`src/rtl/axi_pkg.sv`:
```
// Shared AXI read-side constants, encodings and the read-initiator state type.
// Latency: n/a (declarations only).
// Backpressure: n/a.
package axi_pkg;

  localparam int ADDR_WIDTH = 32;
  localparam int LEN_BITS   = 8;
  localparam int SIZE_BITS  = 3;

  localparam logic [1:0] BURST_FIXED = 2'b00;
  localparam logic [1:0] BURST_INCR  = 2'b01;
  localparam logic [1:0] BURST_WRAP  = 2'b10;

  localparam logic [1:0] RESP_OKAY   = 2'b00;
  localparam logic [1:0] RESP_EXOKAY = 2'b01;
  localparam logic [1:0] RESP_SLVERR = 2'b10;
  localparam logic [1:0] RESP_DECERR = 2'b11;

  typedef enum logic [1:0] {
    ST_IDLE = 2'd0,
    ST_ADDR = 2'd1,
    ST_DATA = 2'd2,
    ST_DONE = 2'd3
  } rd_state_t;

endpackage

```
`src/rtl/axi_addr.sv`:
```
// Next beat address for an AXI burst: FIXED holds the address, anything else steps by 2^size.
// Latency: combinational, zero cycles.
// Backpressure: none; the caller decides when to load the result.
// Ports: addr (current beat address), size (log2 bytes per beat), burst (encoding),
//        next_addr (address of the following beat, ADDR_WIDTH modular).
module axi_addr
  import axi_pkg::*;
(
  input  logic [ADDR_WIDTH-1:0] addr,
  input  logic [SIZE_BITS-1:0]  size,
  input  logic [1:0]            burst,
  output logic [ADDR_WIDTH-1:0] next_addr
);

  logic [ADDR_WIDTH-1:0] step;

  assign step = ADDR_WIDTH'(1) << size;

  // WRAP and the reserved encoding fall through to linear increment; carry out of the
  // top bit is dropped so the address silently wraps modulo 2^ADDR_WIDTH.
  assign next_addr = (burst == BURST_FIXED) ? addr : (addr + step);

endmodule

```
`src/rtl/axi_rd_master.sv`:
```
// AXI read initiator: takes one burst command, issues AR, streams R beats to the client
// with per-beat address, and reports done/error at burst end.
// Latency: AR one cycle after command accept; R->client combinational; o_done one cycle after last beat.
// Backpressure: o_rready follows i_data_ready in DATA; commands accepted only in IDLE.
// Ports: i_clk/i_rst; client command i_req_*/o_req_ready; AR channel o_ar*/i_arready;
//        R channel i_r*/o_rready; client beat o_data_*/i_data_ready; status o_done/o_err/o_busy.
module axi_rd_master
  import axi_pkg::*;
#(
  parameter int DATA_WIDTH = 32,
  parameter int ID_WIDTH   = 4
) (
  input  logic                  i_clk,
  input  logic                  i_rst,
  input  logic                  i_req_valid,
  output logic                  o_req_ready,
  input  logic [ADDR_WIDTH-1:0] i_req_addr,
  input  logic [LEN_BITS-1:0]   i_req_len,
  input  logic [SIZE_BITS-1:0]  i_req_size,
  input  logic [1:0]            i_req_burst,
  input  logic [ID_WIDTH-1:0]   i_req_id,
  output logic                  o_arvalid,
  input  logic                  i_arready,
  output logic [ADDR_WIDTH-1:0] o_araddr,
  output logic [LEN_BITS-1:0]   o_arlen,
  output logic [SIZE_BITS-1:0]  o_arsize,
  output logic [1:0]            o_arburst,
  output logic [ID_WIDTH-1:0]   o_arid,
  input  logic                  i_rvalid,
  output logic                  o_rready,
  input  logic [DATA_WIDTH-1:0] i_rdata,
  input  logic [1:0]            i_rresp,
  input  logic                  i_rlast,
  input  logic [ID_WIDTH-1:0]   i_rid,
  output logic                  o_data_valid,
  input  logic                  i_data_ready,
  output logic [DATA_WIDTH-1:0] o_data,
  output logic [ADDR_WIDTH-1:0] o_data_addr,
  output logic                  o_data_last,
  output logic                  o_done,
  output logic                  o_err,
  output logic                  o_busy
);

  rd_state_t state, next_state;

  logic [ADDR_WIDTH-1:0] araddr;
  logic [LEN_BITS-1:0]   arlen;
  logic [SIZE_BITS-1:0]  arsize;
  logic [1:0]            arburst;
  logic [ID_WIDTH-1:0]   arid;
  logic [ADDR_WIDTH-1:0] beat_addr;
  logic [ADDR_WIDTH-1:0] next_beat_addr;
  logic [LEN_BITS-1:0]   count;
  logic                  err;
  logic                  done_q;
  logic                  err_q;

  logic last_beat;
  logic xfer;
  logic beat_err;

  // Last beat is decided by our own count against the requested length, never by i_rlast;
  // a slave that disagrees is flagged through beat_err instead.
  assign last_beat = (count == arlen);
  assign xfer      = (state == ST_DATA) && i_rvalid && i_data_ready;
  assign beat_err  = (i_rresp != RESP_OKAY) || (i_rid != arid) || (i_rlast != last_beat);

  axi_addr u_axi_addr (
    .addr      (beat_addr),
    .size      (arsize),
    .burst     (arburst),
    .next_addr (next_beat_addr)
  );

  always_ff @(posedge i_clk or posedge i_rst) begin
    if (i_rst) begin
      state <= ST_IDLE;
    end else begin
      state <= next_state;
    end
  end

  always_comb begin
    next_state   = state;
    o_req_ready  = 1'b0;
    o_arvalid    = 1'b0;
    o_rready     = 1'b0;
    o_data_valid = 1'b0;
    o_data_last  = 1'b0;
    o_busy       = 1'b1;
    case (state)
      ST_IDLE: begin
        o_req_ready = 1'b1;
        o_busy      = 1'b0;
        if (i_req_valid) next_state = ST_ADDR;
      end
      ST_ADDR: begin
        o_arvalid = 1'b1;
        if (i_arready) next_state = ST_DATA;
      end
      ST_DATA: begin
        o_rready     = i_data_ready;
        o_data_valid = i_rvalid;
        o_data_last  = last_beat;
        if (xfer && last_beat) next_state = ST_DONE;
      end
      ST_DONE: begin
        next_state = ST_IDLE;
      end
      default: next_state = ST_IDLE;
    endcase
  end

  always_ff @(posedge i_clk or posedge i_rst) begin
    if (i_rst) begin
      araddr    <= '0;
      arlen     <= '0;
      arsize    <= '0;
      arburst   <= '0;
      arid      <= '0;
      beat_addr <= '0;
      count     <= '0;
      err       <= 1'b0;
      done_q    <= 1'b0;
      err_q     <= 1'b0;
    end else begin
      done_q <= 1'b0;
      err_q  <= 1'b0;
      case (state)
        ST_IDLE: begin
          if (i_req_valid) begin
            araddr    <= i_req_addr;
            arlen     <= i_req_len;
            arsize    <= i_req_size;
            arburst   <= i_req_burst;
            arid      <= i_req_id;
            beat_addr <= i_req_addr;
            count     <= '0;
            err       <= 1'b0;
          end
        end
        ST_DATA: begin
          if (xfer) begin
            count     <= count + 1'b1;
            beat_addr <= next_beat_addr;
            err       <= err | beat_err;
            // Status is registered here so it lines up with the single DONE cycle.
            if (last_beat) begin
              done_q <= 1'b1;
              err_q  <= err | beat_err;
            end
          end
        end
        default: ;
      endcase
    end
  end

  assign o_araddr    = araddr;
  assign o_arlen     = arlen;
  assign o_arsize    = arsize;
  assign o_arburst   = arburst;
  assign o_arid      = arid;
  assign o_data      = i_rdata;
  assign o_data_addr = beat_addr;
  assign o_done      = done_q;
  assign o_err       = err_q;

endmodule
```
`config.mk`:
```
export PLATFORM = sky130hd
export DESIGN_NAME = axi_rd_master
export DESIGN_NICKNAME = d
export VERILOG_FILES = /design/src/rtl/axi_pkg.sv /design/src/rtl/axi_addr.sv /design/src/rtl/axi_rd_master.sv
export SDC_FILE = /design/constraint.sdc
export NUM_CORES = 1
export LEC_CHECK = 0
export CORE_MARGIN = 5
export CORE_UTILIZATION = 25
export DETAILED_ROUTE_END_ITERATION = 8
export DONT_BUFFER_PORTS = 1
export PLACE_DENSITY = 0.4
export SKIP_CTS_REPAIR_TIMING = 1
export SLEW_MARGIN = 0
export SYNTH_ARGS = -nofsm -noshare
export SYNTH_HDL_FRONTEND = slang
export SYNTH_SLANG_ARGS = --single-unit
```
`constraint.sdc`:
```
create_clock -name i_clk -period 8.55 [get_ports i_clk]
set_clock_uncertainty 0.15 [all_clocks]
set_input_delay 2.565 -clock i_clk [delete_from_list [all_inputs] [get_ports i_clk]]
set_output_delay 2.565 -clock i_clk [all_outputs]
set_load 0.01 [all_outputs]
```
**Word level (Yosys, flattened, before mapping)**

Index checks and enable logic that the tools add are counted.

- Eq/ne operators: 11
- Add/sub/neg operators: 2
- Multiplexer cells: 26
- Reduce and logical (&&, ||, !) cells: 13
- Shift-type cells: 1
- Bitwise logic cells: 1

Operator list:

| kind | count |
|---|---|
| $mux W32 | 3 |
| $pmux W32 S2 | 1 |
| $add A32 B32 Y32 | 1 |
| $shl A1 B3 Y32 const A | 1 |
| $mux W8 | 2 |
| $pmux W8 S2 | 1 |
| $mux W1 | 14 |
| $add A8 B1 Y8 const B | 1 |
| $eq A8 B8 Y1 | 1 |
| $ne A2 B2 Y1 const B | 4 |
| $pmux W2 S4 | 1 |
| $mux W2 | 3 |
| $reduce_and A3 Y1 | 2 |
| $eq A2 B2 Y1 const B | 2 |
| $logic_not A2 Y1 | 2 |
| $ne A4 B4 Y1 | 1 |
| $reduce_and A4 Y1 | 1 |
| $reduce_bool A2 Y1 | 2 |
| $logic_and A1 B1 Y1 | 3 |
| $eq A2 B1 Y1 const B | 1 |
| $logic_or A1 B1 Y1 | 2 |
| $ne A2 B1 Y1 const B | 1 |
| $pmux W1 S2 | 1 |
| $reduce_and A2 Y1 | 1 |
| other kinds (2) | 2 |

- Input port bits: 94
- Output and inout port bits: 121
- Register bits after elaboration: 94
- Logic and storage cells: 65

**Longest topological paths before layout**

- Depth after elaboration: 7
- Gate-level depth with buffers: 10
- Depth with buffers taken out: 8

**Modules after synthesis**

Synthesis repeated with hierarchy kept, for this count alone.

- Cell total of the unflattened synthesis: 513
- Area, all modules: 5395.2 sq um

By module, submodules not included:

| module | cells an instance | area an instance (sq um) | instances | sequential area each (sq um) |
|---|---|---|---|---|
| axi_rd_master | 377 | 4413.0 | 1 | 2352.3 |
| axi_addr | 136 | 982.2 | 1 | 0.0 |

**Worst setup path after synthesis**

No wires, ideal clock.

- Path type: input to output
- Start: input i_rvalid
- End: output o_data_valid
- Stages: 1
- Slack: 3105 ps
- Buffers on the path: 0
- Arrival time: 2730 ps
- Required time: 5835 ps
- Cell sequence: and2_1

- Cells in the longest elaborated chain, start to end: 1

RTL lines:

| item | RTL line | source |
|---|---|---|
| start: declaration | axi_rd_master.sv:29 | `input logic i_rvalid,` |
| $mux W1 | axi_rd_master.sv:92 | `case (state)` |
| end: declaration | axi_rd_master.sv:35 | `output logic o_data_valid,` |

No other way between the ends.

**Final worst setup path**

Same ends and word-level chain as after synthesis.

==> metrics.csv <==
metric,value,unit
ir_worst_vdd,0.000129,V
synth_top_cell_by_area,dfrtp_1,
clock-root-buffer,clkbuf_16,
fill_cells,2259,
area_growth,6.52,%
endpoint_kind,primary output,
min_path_type,reg -> reg,
dr_total_vias,3834,
ys_warn_count,0,
timing_max_transition_violations_final,0,
die_w,157,um
cpPeakStageDelay,0.17,ns
numPortBuffers,0,
path_class,in -> out,
leakagePower,2.43,nW
ys_async_sr_fraction,1.00,
finalCritPeriodShare,0.637,
clkSinkCount,94,
tritoncts,yes,
cp-start-kind,input pin,
wl_per_cell,21.1,um
clk_path_buf_depth,2,
crit_path_top_delay_cell,and2_1,
die_area,24500,um^2
drt_iter0_drc,156,
synthTopCellsByArea,"dfrtp_1 44%, mux2_2 11%, buf_4 4.5%",
ys_types,68,
wl,16.0,mm
grtUsageTotal,0.129,
layout-drive-gt1-share,0.195,
slew_headroom,0.305,
finalCriticalPeriod,5.45,ns
grt_pass1_wl,24.5,mm
powerDensity,423,nW/um^2
clk_latency,0.36,ns
yosysSeqAreaShare,0.438,
yosysTopAreaCellShare,0.438,
clock.fmax,184,MHz
netlist_area,5370,um^2
worstPathCellList,and2_1,
antenna_found_initial,0,
grt_pass1_vias,3985,
fin_tns_setup,0,ns
preCtsSetupSlack,3.10,ns
grt_start_max_net_pins,78,
path_buf_inv,0,
multi_input_area,2650,um^2
finalWeightedCongestion,0.755,
synth_ff_type,dfrtp_1,
die_h,157,um
place_hpwl,11.4,mm
crit_path_max_fanout,5,
synth_edf_count,0,
hold_viol,0,
path_clk_slew,0.07,ns
syn_nets,623,
row_count,53,
grt-ovfl-total,0,
cp.arrival,2.73,ns
required,5.84,ns
final_nets,584,
path_delay_family,simple AND/OR/NAND/NOR gates,
status,completed,
drt_first_pass_iters,4,
coreArea,21100,um^2
start_util,0.255,
n_antenna_cell,0,
io_pins,215,
ff_latch_area,2350,um^2
antenna_left,0,
rsz0062_at_grt,false,
cts-buffers-inserted,9,
setup_viol,0,
tightest_slew,1.04,ns
synthCells,516,
cap_violations,0,
htreeDepth,3,
fin_ws,3.10,ns
syn_area_per_cell,10.4,um^2
ys_seq_elements,94,
vias_per_cell,5.06,
drc_errors,0,
[cells in the final DEF (no fill, tap or decap), types with 3 or more instances in the layout]
cell / netlist / routed
buf_4: 32 / 6
mux2_2: 53 / 53
o2111ai_1: 6 / 6
ha_1: 12 / 11
and2_1: 4 / 4
a21o_1: 4 / 4
inv_1: 8 / 7
o22ai_1: 7 / 7
nand4_1: 5 / 5
xnor2_1: 6 / 6
nor3b_1: 3 / 3
o22a_1: 4 / 4
nor4_1: 5 / 5
xor2_1: 18 / 18
dfrtp_1: 94 / 94
nor2_1: 30 / 30
a21oi_1: 32 / 32
or3_1: 4 / 4
nand2_1: 37 / 36
a211oi_1: 3 / 3
and3_1: 18 / 18
a31oi_1: 5 / 5
or4_1: 3 / 3
nand3_1: 11 / 11
and4_1: 3 / 3
a2bb2oi_1: 7 / 7
o21ai_0: 11 / 11
mux2i_1: 11 / 11
nor3_1: 8 / 8
o211ai_1: 6 / 6
clkbuf_16: 0 / 9
[registers in the layout, indices dropped and copies added, names as in the netlist]
| signal | count |
|---|---|
| count | 8 |
| o_arburst | 2 |
| o_arsize | 3 |
| err | 1 |
| o_data_addr | 32 |
| o_err | 1 |
| o_done | 1 |
| state | 2 |
| o_arid | 4 |
| o_arlen | 8 |
| o_araddr | 32 |
[power breakdown]
group          internal, mW  leakage, nW  switching [mW]
Sequential            0.656         1.12           0.348
Combinational         0.437         1.16           0.558
Clock                 0.228        0.142           0.197
Total                  1.32         2.43            1.10
[area by class of cell]
type	instances	area share
clock buffers	9	0.0393
well taps	275	0.0601
clock inverters	7	0.0127
repair buffers	6	0.00787
flip-flops and latches	94	0.411
multi-input cells	358	0.463
inverters	8	0.00568
[cell usage after synthesis, drive strengths merged, types with 8 or more instances]
cell and n:
nor3 9, o22ai 8, mux2 53, a21oi 33, nor2 30, buf 48
mux2i 11, nand3 11, xor2 18, o21ai 14, inv 8, dfrtp 94
nand2 38, and3 19, ha 12, clkbuf 8
[cell families (layout without fill, tap and decap cells)]
| group | count (synthesis) | count (layout) | synth area share |
|---|---|---|---|
| flip-flops | 94 | 94 | 0.438 |
| adder cells (fa/ha/maj) | 13 | 13 | 0.0317 |
| buffers and inverters | 64 | 30 | 0.0696 |
| AND/OR/NAND/NOR | 146 | 146 | 0.145 |
| XOR/XNOR | 24 | 24 | 0.0391 |
| AO/OA/AOI/OAI | 111 | 111 | 0.145 |
| multiplexers | 64 | 64 | 0.132 |
[through the flow]
stage | hold slack, ns | instances | instance area [um^2] | util | power (mW)
finish | 0.405 | 757 | 5720 | 0.271 | 2.42
detailed placement | 0.388 | 741 | 5430 | 0.257 | 2.03
CTS | 0.400 | 757 | 5720 | 0.271 | 2.46
global placement | 0.361 | 741 | 5430 | 0.257 | 2.00
floorplan | 0.350 | 516 | 5370 | - | 1.73
global route | 0.427 | 757 | 5720 | 0.271 | 2.60
[path summary, 6_finish.rpt]
| path | from | end | slack (ns) | cells past startpoint |
|---|---|---|---|---|
| worst max register to register | o_arsize[1] | o_data_addr[30] | 5.38 | 8 |
| min in group asynchronous | i_rst | o_arid[2] | 1.85 | 1 |
| worst min register to register | state[0] | state[0] | 0.40 | 1 |
| max in group asynchronous | i_rst | o_data_addr[3] | 5.10 | 2 |
| worst max-delay path | i_rvalid | o_data_valid | 3.10 | 1 |
| worst min-delay path | state[0] | state[0] | 0.40 | 1 |
[per-layer routing]
metal	track usage	wire length, um	vias to the layer above
met5	0	0	-
met4	0.0442	255	0
li1	-	-	1789
met3	0.0376	1270	23
met1	0.170	6960	1895
met2	0.204	7480	127
Note: power is estimated with default switching activity, not from simulation.
